`src/rtl/i2s_tx_multi.sv`:
```
// i2s_tx_multi: I2S / left-justified / TDM audio serializer with a one-frame holding buffer.
// All pin updates happen on BCK falling edges; the receiver samples on the rising edge.
module i2s_tx_multi #(
  parameter int SAMPLE_W = 16,
  parameter int SLOT_W   = 32,
  parameter int CHANNELS = 2,
  parameter int CLK_DIV  = 4
) (
  input  logic                         clk,
  input  logic                         reset_n,
  input  logic                         enable,
  input  logic                         fmt_lj,
  input  logic [CHANNELS*SAMPLE_W-1:0] sample_data,
  input  logic                         sample_valid,
  output logic                         sample_ready,
  output logic                         i2s_bck,
  output logic                         i2s_lrck,
  output logic                         i2s_data,
  output logic                         underflow,
  output logic                         frame_start
);
  localparam int FW = CHANNELS * SAMPLE_W;
  localparam int DW = CLK_DIV > 1 ? $clog2(CLK_DIV) : 1;
  localparam int PW = $clog2(SLOT_W);
  localparam int CW = $clog2(CHANNELS);
  logic [DW-1:0] div_cnt;
  logic [PW-1:0] pos, pos_n;
  logic [CW-1:0] slot, slot_n;
  logic [FW-1:0] buf_q, shift_q, frame_n;
  logic          full, run, fmt_q, fmt_n, dly;
  logic          tick, fall, last_pos, last_slot, boundary, lj, lrck_n;
  assign sample_ready = !full;
  assign tick      = div_cnt == DW'(CLK_DIV - 1);
  assign fall      = tick && i2s_bck;
  assign last_pos  = pos == PW'(SLOT_W - 1);
  assign last_slot = slot == CW'(CHANNELS - 1);
  // run is low until the first fall event after enable, which opens a fresh frame
  assign boundary  = fall && (!run || (last_pos && last_slot));
  always_comb begin
    pos_n   = (!run || last_pos) ? '0 : pos + 1'b1;
    slot_n  = !run ? '0 : last_pos ? (last_slot ? '0 : slot + 1'b1) : slot;
    frame_n = boundary ? (full ? buf_q : '0) : shift_q;
    fmt_n   = boundary ? fmt_lj : fmt_q;
    lrck_n  = CHANNELS == 2 ? slot_n[0] : (slot_n == '0 && pos_n == '0);
    lj      = 1'b0;
    // positions at or beyond SAMPLE_W match no bit and stay zero (slot padding)
    for (int c = 0; c < CHANNELS; c++)
      for (int b = 0; b < SAMPLE_W; b++)
        if (slot_n == CW'(c) && pos_n == PW'(SAMPLE_W - 1 - b)) lj = frame_n[c*SAMPLE_W + b];
  end
  always_ff @(posedge clk or negedge reset_n)
    if (!reset_n) begin
      div_cnt     <= '0;
      pos         <= '0;
      slot        <= '0;
      run         <= 1'b0;
      buf_q       <= '0;
      shift_q     <= '0;
      full        <= 1'b0;
      fmt_q       <= 1'b0;
      dly         <= 1'b0;
      i2s_bck     <= 1'b0;
      i2s_lrck    <= 1'b0;
      i2s_data    <= 1'b0;
      underflow   <= 1'b0;
      frame_start <= 1'b0;
    end else begin
      underflow   <= 1'b0;
      frame_start <= 1'b0;
      if (enable && boundary) full <= 1'b0;
      if (sample_valid && !full) begin
        buf_q <= sample_data;
        full  <= 1'b1;
      end
      if (!enable) begin
        div_cnt  <= '0;
        pos      <= '0;
        slot     <= '0;
        run      <= 1'b0;
        dly      <= 1'b0;
        i2s_bck  <= 1'b0;
        i2s_lrck <= 1'b0;
        i2s_data <= 1'b0;
      end else begin
        div_cnt     <= tick ? '0 : div_cnt + 1'b1;
        frame_start <= boundary;
        underflow   <= boundary && !full;
        if (tick) i2s_bck <= !i2s_bck;
        if (fall) begin
          pos      <= pos_n;
          slot     <= slot_n;
          run      <= 1'b1;
          shift_q  <= frame_n;
          fmt_q    <= fmt_n;
          dly      <= lj;
          i2s_data <= fmt_n ? lj : dly;
          i2s_lrck <= lrck_n;
        end
      end
    end
endmodule
```
`config.mk`:
```
export PLATFORM = sky130hd
export DESIGN_NAME = i2s_tx_multi
export DESIGN_NICKNAME = d
export VERILOG_FILES = /design/src/rtl/i2s_tx_multi.sv
export SDC_FILE = /design/constraint.sdc
export NUM_CORES = 1
export LEC_CHECK = 0
export ABC_CLOCK_PERIOD_IN_PS = 4600
export CELL_PAD_IN_SITES_DETAIL_PLACEMENT = 1
export CELL_PAD_IN_SITES_GLOBAL_PLACEMENT = 1
export CORE_MARGIN = 2
export CORE_UTILIZATION = 45
export CTS_CLUSTER_DIAMETER = 80
export DETAILED_ROUTE_END_ITERATION = 10
export PLACE_DENSITY_LB_ADDON = 0.08
export RECOVER_POWER = 50
export SLEW_MARGIN = 20
export SYNTH_ARGS = -nofsm -noshare
export SYNTH_HDL_FRONTEND = slang
export SYNTH_SLANG_ARGS = --single-unit
```
`constraint.sdc`:
```
create_clock -name clk -period 4.6 [get_ports clk]
set_input_delay 0.92 -clock clk [delete_from_list [all_inputs] [get_ports clk]]
set_output_delay 0.92 -clock clk [all_outputs]
set_load 0.05 [all_outputs]
```
==> results.py, run 1 <==
metrics = {
    "floorplanning": {
        "initial_core_util": 0.463,
        "coreArea_sq_mm": 0.00920,
        "row_count": 35,
        "dieHeight_um": 101,
        "ios": 43,
        "die_x_um": 101,
        "design.die.area_sq_mm": 0.0103,
    },
    "timing": {
        "skew_ps": 10.4,
        "slew_headroom": -0.343,
        "finalSetupViolations": 0,
        "hold-worst-slack_ps": 464,
        "worst_pin_slew_ps": 2010,
        "finalCritPeriodShare": 0.828,
        "tns_ps": 0,
        "post-route-min-period_ps": 3810,
        "max_clock_freq_mhz": 263,
        "hold_viol": 0,
        "drv_slew": 81,
        "rsz0062_at_grt": "false",
        "setup_slack_ps": 793,
    },
    "setup_path": {
        "r2r_end": "i2s_data$_DFFE_PN0P_",
        "startpoint_type": "flip-flop",
        "worstPathMaxFanout": 35,
        "cp_data_arrival_time_ps": 4050,
        "regToRegSetupSlack_ps": 790,
        "cp-end-kind": "flip-flop",
        "r2r-start": "pos[0]$_DFFE_PN0P_",
        "critPathKind": "flip-flop to flip-flop",
        "crit_path_start": "pos[0]$_DFFE_PN0P_",
        "ff2ff_path_depth": 13,
        "crit_required_ps": 4840,
    },
    "global_routing": {
        "antenna_found_initial": 0,
        "gr-usage-met2": 0.410,
        "grt_start_max_net_pins": 81,
        "grt_pass1_wl_mm": 18.6,
        "grtUsageTotal": 0.234,
        "grt_pass1_vias": 3657,
        "grt_use_met3": 0.0414,
        "overflow": 0,
        "busiest_layer": "met2",
        "grt_use_met1": 0.298,
    },
    "synthesis": {
        "synth-seq-cells": 80,
        "synth_ff_type": "dfrtp_1",
        "syn_nets": 498,
        "synth_top_area_share": 0.470,
        "netlist_area_sq_mm": 0.00426,
        "ys_types": 59,
        "ys_async_sr_fraction": 1.00,
        "yosys.area.top_type": "dfrtp_1",
        "synth_edf_count": 0,
        "syn_inst": 457,
        "syn_area_per_cell_sq_um": 9.31,
        "ys_top_cells_by_area": "dfrtp_1, nand2_1, mux2_2",
        "synth-seq-area-share": 0.470,
        "ys_warn_count": 0,
    },
    "final_layout": {
        "fill_cells": 1080,
        "drive_gt1_frac": 0.137,
        "num_antenna_cells": 0,
        "seqCellArea_sq_mm": 0.00200,
        "stdcell_count": 599,
        "final_nets": 525,
        "postLayoutCellArea_sq_mm": 0.00489,
        "multiInputGateArea_sq_mm": 0.00210,
        "area_growth_syn_to_layout_pct": 15.0,
    },
    "pwr": {
        "irDropWorstVdd_uv": 218,
        "powerDensity_mw_per_mm2": 396,
        "power_leakage_nw": 1.98,
    },
    "clock_network": {
        "cts_resized": 0,
        "clk_path_buf_depth": 2,
        "cts-root-buf": "clkbuf_8",
        "numCtsBuffers": 9,
        "cts_max_level": 3,
        "cts_tree": "done",
        "clk_pin_slew_worst_paths_ps": 90,
        "postCtsSetupRepairBufs": 0,
        "clock_latency_ps": 360,
        "holdBufCountCts": 0,
        "clock-sinks": 80,
    },
    "route": {
        "drtIter0Drc": 134,
        "ant_nets": 0,
        "first_pass_iters": 4,
        "drt-total-wl_mm": 11.2,
        "wire_per_inst_um": 18.7,
        "via_per_inst": 5.82,
        "vias": 3489,
        "drc": 0,
    },
    "run_status": {
        "status": "finished with violations",
        "violations": "capacitance limit, slew limit",
    },
    "hold_path": {
        "hp-class": "flip-flop to flip-flop",
        "holdPathEnd": "div_cnt[0]$_DFF_PN0_",
        "hold_depth": 1,
        "hp-start": "div_cnt[0]$_DFF_PN0_",
    },
    "place": {
        "dpl.hpwl_mm": 7.95,
        "gp_congestion": 0.947,
        "preCtsSetupSlack_ps": 834,
        "dp.cells": 584,
        "port-buffer-count": 42,
        "placed_area_sq_mm": 0.00471,
    },
    "run": {
        "drv_cap": 1,
    },
}
cells in the mapped netlist, drive strengths merged (2+ instances only):
cell      n
a211oi    2
o21a      3
o211ai   11
a21boi    6
nand3    14
o2111ai   3
o21ai    53
mux2     32
buf      16
dfrtp    80
a21oi    22
nor2b     6
nand3b    3
a2111oi   4
o311ai    2
and2      6
nand2b    4
clkbuf   16
o221ai    3
or3       5
nor3     14
nor2     18
o31a      2
ha        4
nand2    98
inv       3
xor2      2
a31oi     6
critical path, stage by stage (launching register included):
cell,delay [ps]
dfrtp_1,580
ha_1,370
nand2_1,120
nor2_1,110
ha_1,270
ha_1,200
nand2b_1,180
nand2_2,410
o211ai_1,350
or3b_1,370
a21oi_1,210
nor2_1,120
o31a_1,320
o41ai_2,60
kinds of logic (layout without fill, tap and decap cells):
kind of cell / after synthesis / after routing / share of synthesized area
AND/OR/NAND/NOR: 175 / 175 / 0.188
AO/OA/AOI/OAI: 127 / 127 / 0.196
flip-flops: 80 / 80 / 0.470
buffers and inverters: 35 / 66 / 0.0385
multiplexers: 33 / 33 / 0.0870
adder cells (fa/ha/maj): 4 / 4 / 0.0118
XOR/XNOR: 3 / 3 / 0.00794
stage by stage:
step,utilization,total power [mW]
after floorplan,-,1.28
after global placement,0.513,1.41
after detailed placement,0.513,1.45
after CTS,0.533,1.96
after global routing,0.532,2.07
final,0.532,1.94
per-layer routing:
| metal | vias to the layer above | share of wire |
|---|---|---|
| li1 | 1674 | - |
| met1 | 1735 | 0.45 |
| met2 | 70 | 0.51 |
| met3 | 10 | 0.032 |
| met4 | 0 | 0.011 |
| met5 | - | 0 |
sequential cells by signal, summed over array words and instances (netlist names):
name / flops
buf_q: 32
div_cnt: 2
dly: 1
fmt_q: 1
frame_start: 1
full: 1
i2s_bck: 1
i2s_data: 1
last_slot: 1
pos: 5
run: 1
shift_q: 32
underflow: 1
power breakdown:
group          internal, mW  switching, mW
Clock                 0.248          0.271
Sequential            0.879          0.113
Combinational         0.216          0.209
Total                  1.34          0.592
worst max path at each step:
stage | end | slack (ps) | cells after the start
5_1_grt | i2s_data$_DFFE_PN0P_ | 450 | 13
2_1_floorplan | i2s_data$_DFFE_PN0P_ | 1710 | 15
4_1_cts | i2s_data$_DFFE_PN0P_ | 800 | 13
6_report | i2s_data$_DFFE_PN0P_ | 790 | 13
3_3_place_gp | i2s_data$_DFFE_PN0P_ | 1050 | 13
3_5_place_dp | i2s_data$_DFFE_PN0P_ | 830 | 13
cells in the final DEF, fill, tap and decap left out, types with 3 or more instances in the layout:
cell,netlist,routed
o221ai_1,3,3
nand3b_1,3,3
or3_1,5,5
a31oi_1,6,6
mux2_2,32,32
nand3_1,13,12
nor2b_1,6,5
o211ai_1,10,10
clkdlybuf4s50_1,0,40
o21ai_0,51,51
dfrtp_1,80,80
nor3_1,13,13
a2111oi_0,3,3
inv_1,3,3
nand2b_1,4,4
o2111ai_1,3,3
nor2_1,17,17
nand2_1,97,97
clkbuf_8,0,9
ha_1,4,4
a21oi_1,22,22
buf_4,4,5
o21a_1,3,3
and2_1,6,6
a21boi_0,6,6
final cells by class:
class	instances	area share
multi-input combinational	342	0.429
tap	111	0.0284
timing repair buffer	48	0.0933
inverter	3	0.00230
clock buffer	10	0.0261
clock inverter	5	0.0120
sequential	80	0.409
(Power assumes the default switching activity.)
==> run 2, diff against run 1 <==
ABC_CLOCK_PERIOD_IN_PS = 3900   (was 4600)
CORE_UTILIZATION = 44   (was 45)
clock period = 3.9 ns   (was 4.6 ns; I/O delays follow)
==> results.py, run 2 (synthesized netlist as in run 1, its figures left out) <==
metrics = {
    "route": {
        "drt-total-wl_mm": 11.2,
        "vias": 3503,
        "first_pass_iters": 4,
        "met3_length_um": 337,
        "ant_nets": 0,
        "wire_per_inst_um": 17.9,
        "wl_met2_mm": 5.04,
        "via_per_inst": 5.63,
        "m1WireLength_mm": 5.63,
        "dr.max_layer_used": "met4",
        "drc": 0,
        "drtIter0Drc": 141,
    },
    "place": {
        "dp.cells": 606,
        "dpl.hpwl_mm": 8.07,
        "gp_congestion": 0.945,
        "port-buffer-count": 42,
    },
    "timing": {
        "worst_pin_slew_ps": 2010,
        "tns_ps": 0,
        "rsz0062_at_grt": "false",
        "skew_ps": 15.6,
        "post-route-min-period_ps": 3530,
        "max_clock_freq_mhz": 284,
        "slew_headroom": -0.337,
        "finalSetupViolations": 0,
        "hold-worst-slack_ps": 444,
        "finalCritPeriodShare": 0.904,
        "drv_slew": 81,
        "hold_viol": 0,
    },
    "setup_path": {
        "cp-end-kind": "flip-flop",
        "cp_data_arrival_time_ps": 3780,
        "startpoint_type": "flip-flop",
        "critPathKind": "flip-flop to flip-flop",
        "cpMostUsedCell": "ha_1",
        "critPathSlowestCell": "dfrtp_1",
        "worstPathMaxFanout": 26,
        "crit_required_ps": 4160,
        "slowest_delay_ps": 450,
        "cp_cell_sequence": "ha_1 -> nand2_1 -> nor2_1 -> ha_1 -> ha_1 -> nand2b_1 -> nand2_2 -> o211ai_1 -> or3b_1 -> a21oi_1 -> nor2_1 -> o31a_1 -> o41ai_2",
    },
    "floorplanning": {
        "ios": 43,
        "initial_core_util": 0.456,
        "design.die.area_sq_mm": 0.0105,
        "die_x_um": 102,
        "row_count": 35,
        "dieHeight_um": 102,
        "coreArea_sq_mm": 0.00933,
    },
    "final_layout": {
        "final_common_cell": "nand2_1",
        "area_growth_syn_to_layout_pct": 16.9,
        "reg.largest.list": "buf_q: 32 flops, shift_q: 32 flops, pos: 5 flops",
        "utilization": 0.533,
        "drive_gt1_frac": 0.148,
        "final_cell_mix": "nand2_1, dfrtp_1, o21ai_0",
        "stdcell_count": 622,
        "num_antenna_cells": 0,
        "final_nets": 529,
    },
    "pwr": {
        "power_leakage_nw": 2.01,
        "irDropWorstVdd_uv": 276,
        "power_mw": 2.35,
        "powerDensity_mw_per_mm2": 472,
    },
    "run": {
        "drv_cap": 1,
    },
    "clock_network": {
        "numCtsBuffers": 9,
        "cts_tree": "done",
        "cts_resized": 0,
        "postCtsSetupRepairBufs": 0,
        "clock-sinks": 80,
        "holdBufCountCts": 0,
        "clk_path_buf_depth": 2,
        "cts_max_level": 3,
        "clk_pin_slew_worst_paths_ps": 80,
        "cts-root-buf": "clkbuf_8",
        "clock_latency_ps": 360,
    },
    "hold_path": {
        "hp-class": "flip-flop to flip-flop",
    },
    "global_routing": {
        "antenna_found_initial": 0,
        "grtUsageTotal": 0.236,
        "grt_pass1_vias": 3681,
        "overflow": 0,
        "grt_start_max_net_pins": 81,
        "grt_pass1_wl_mm": 19.2,
    },
    "run_status": {
        "violations": "capacitance limit, slew limit",
        "status": "finished with violations",
    },
}
## run 2: cell types whose count changed in the layout (fill, tap and decap cells not counted)
cell,previous run,this run
buf_4,5,9
and2_1,6,4
clkinv_2,1,0
clkdlybuf4s50_1,40,41
clkinv_4,1,2
clkinvlp_4,2,1
inv_6,0,1
dlygate4sd3_1,1,0
and2_0,0,2
clkbuf_1,2,1
clkbuf_8,9,11
## run 2: power by group
part	internal [mW]	switching, mW	leakage (nW)
registers	1.04	0.141	1.04
clock network	0.336	0.336	0.106
logic	0.255	0.243	0.871
## run 2: worst max-delay path: cells and delay by family (launching register included)
kind / cells / cell delay (ps)
flip-flops: 1 / 450
AO/OA/AOI/OAI: 4 / 950
adder cells (fa/ha/maj): 3 / 780
AND/OR/NAND/NOR: 6 / 1230
## run 2: through the flow
| step | cell area (sq um) | setup slack (ps) |
|---|---|---|
| final | 4970 | 373 |
| after CTS | 4980 | 370 |
| after detailed placement | 4770 | 397 |
| after floorplan | 4260 | 1010 |
| after global routing | 4970 | 79.8 |
| after global placement | 4770 | 570 |
## run 2: layout make-up
class                   count  area [sq um]
repair buffers             52           487
clock buffers              11           151
fillers                  1076          4350
multi-input cells         342          2100
clock inverters             5          63.8
flip-flops and latches     80          2000
inverters                   3          11.3
well taps                 129           161
## run 2: final timing paths
path,from,to,slack [ps],cells after the start
max in group asynchronous,reset_n,underflow$_DFF_PN0_,1720,1
min in group asynchronous,reset_n,i2s_bck$_DFFE_PN0P_,910,1
hold / removal,div_cnt[0]$_DFF_PN0_,div_cnt[0]$_DFF_PN0_,440,1
setup / recovery,pos[1]$_DFFE_PN0P_,i2s_data$_DFFE_PN0P_,370,13
hold reg to reg,div_cnt[0]$_DFF_PN0_,div_cnt[0]$_DFF_PN0_,440,1
setup reg to reg,pos[1]$_DFFE_PN0P_,i2s_data$_DFFE_PN0P_,370,13
## run 2: routing by layer
layer / track usage / vias to the layer above
met5: 0 / -
met4: 0.0656 / 0
met3: 0.0308 / 17
met2: 0.368 / 59
met1: 0.346 / 1744
li1: - / 1683
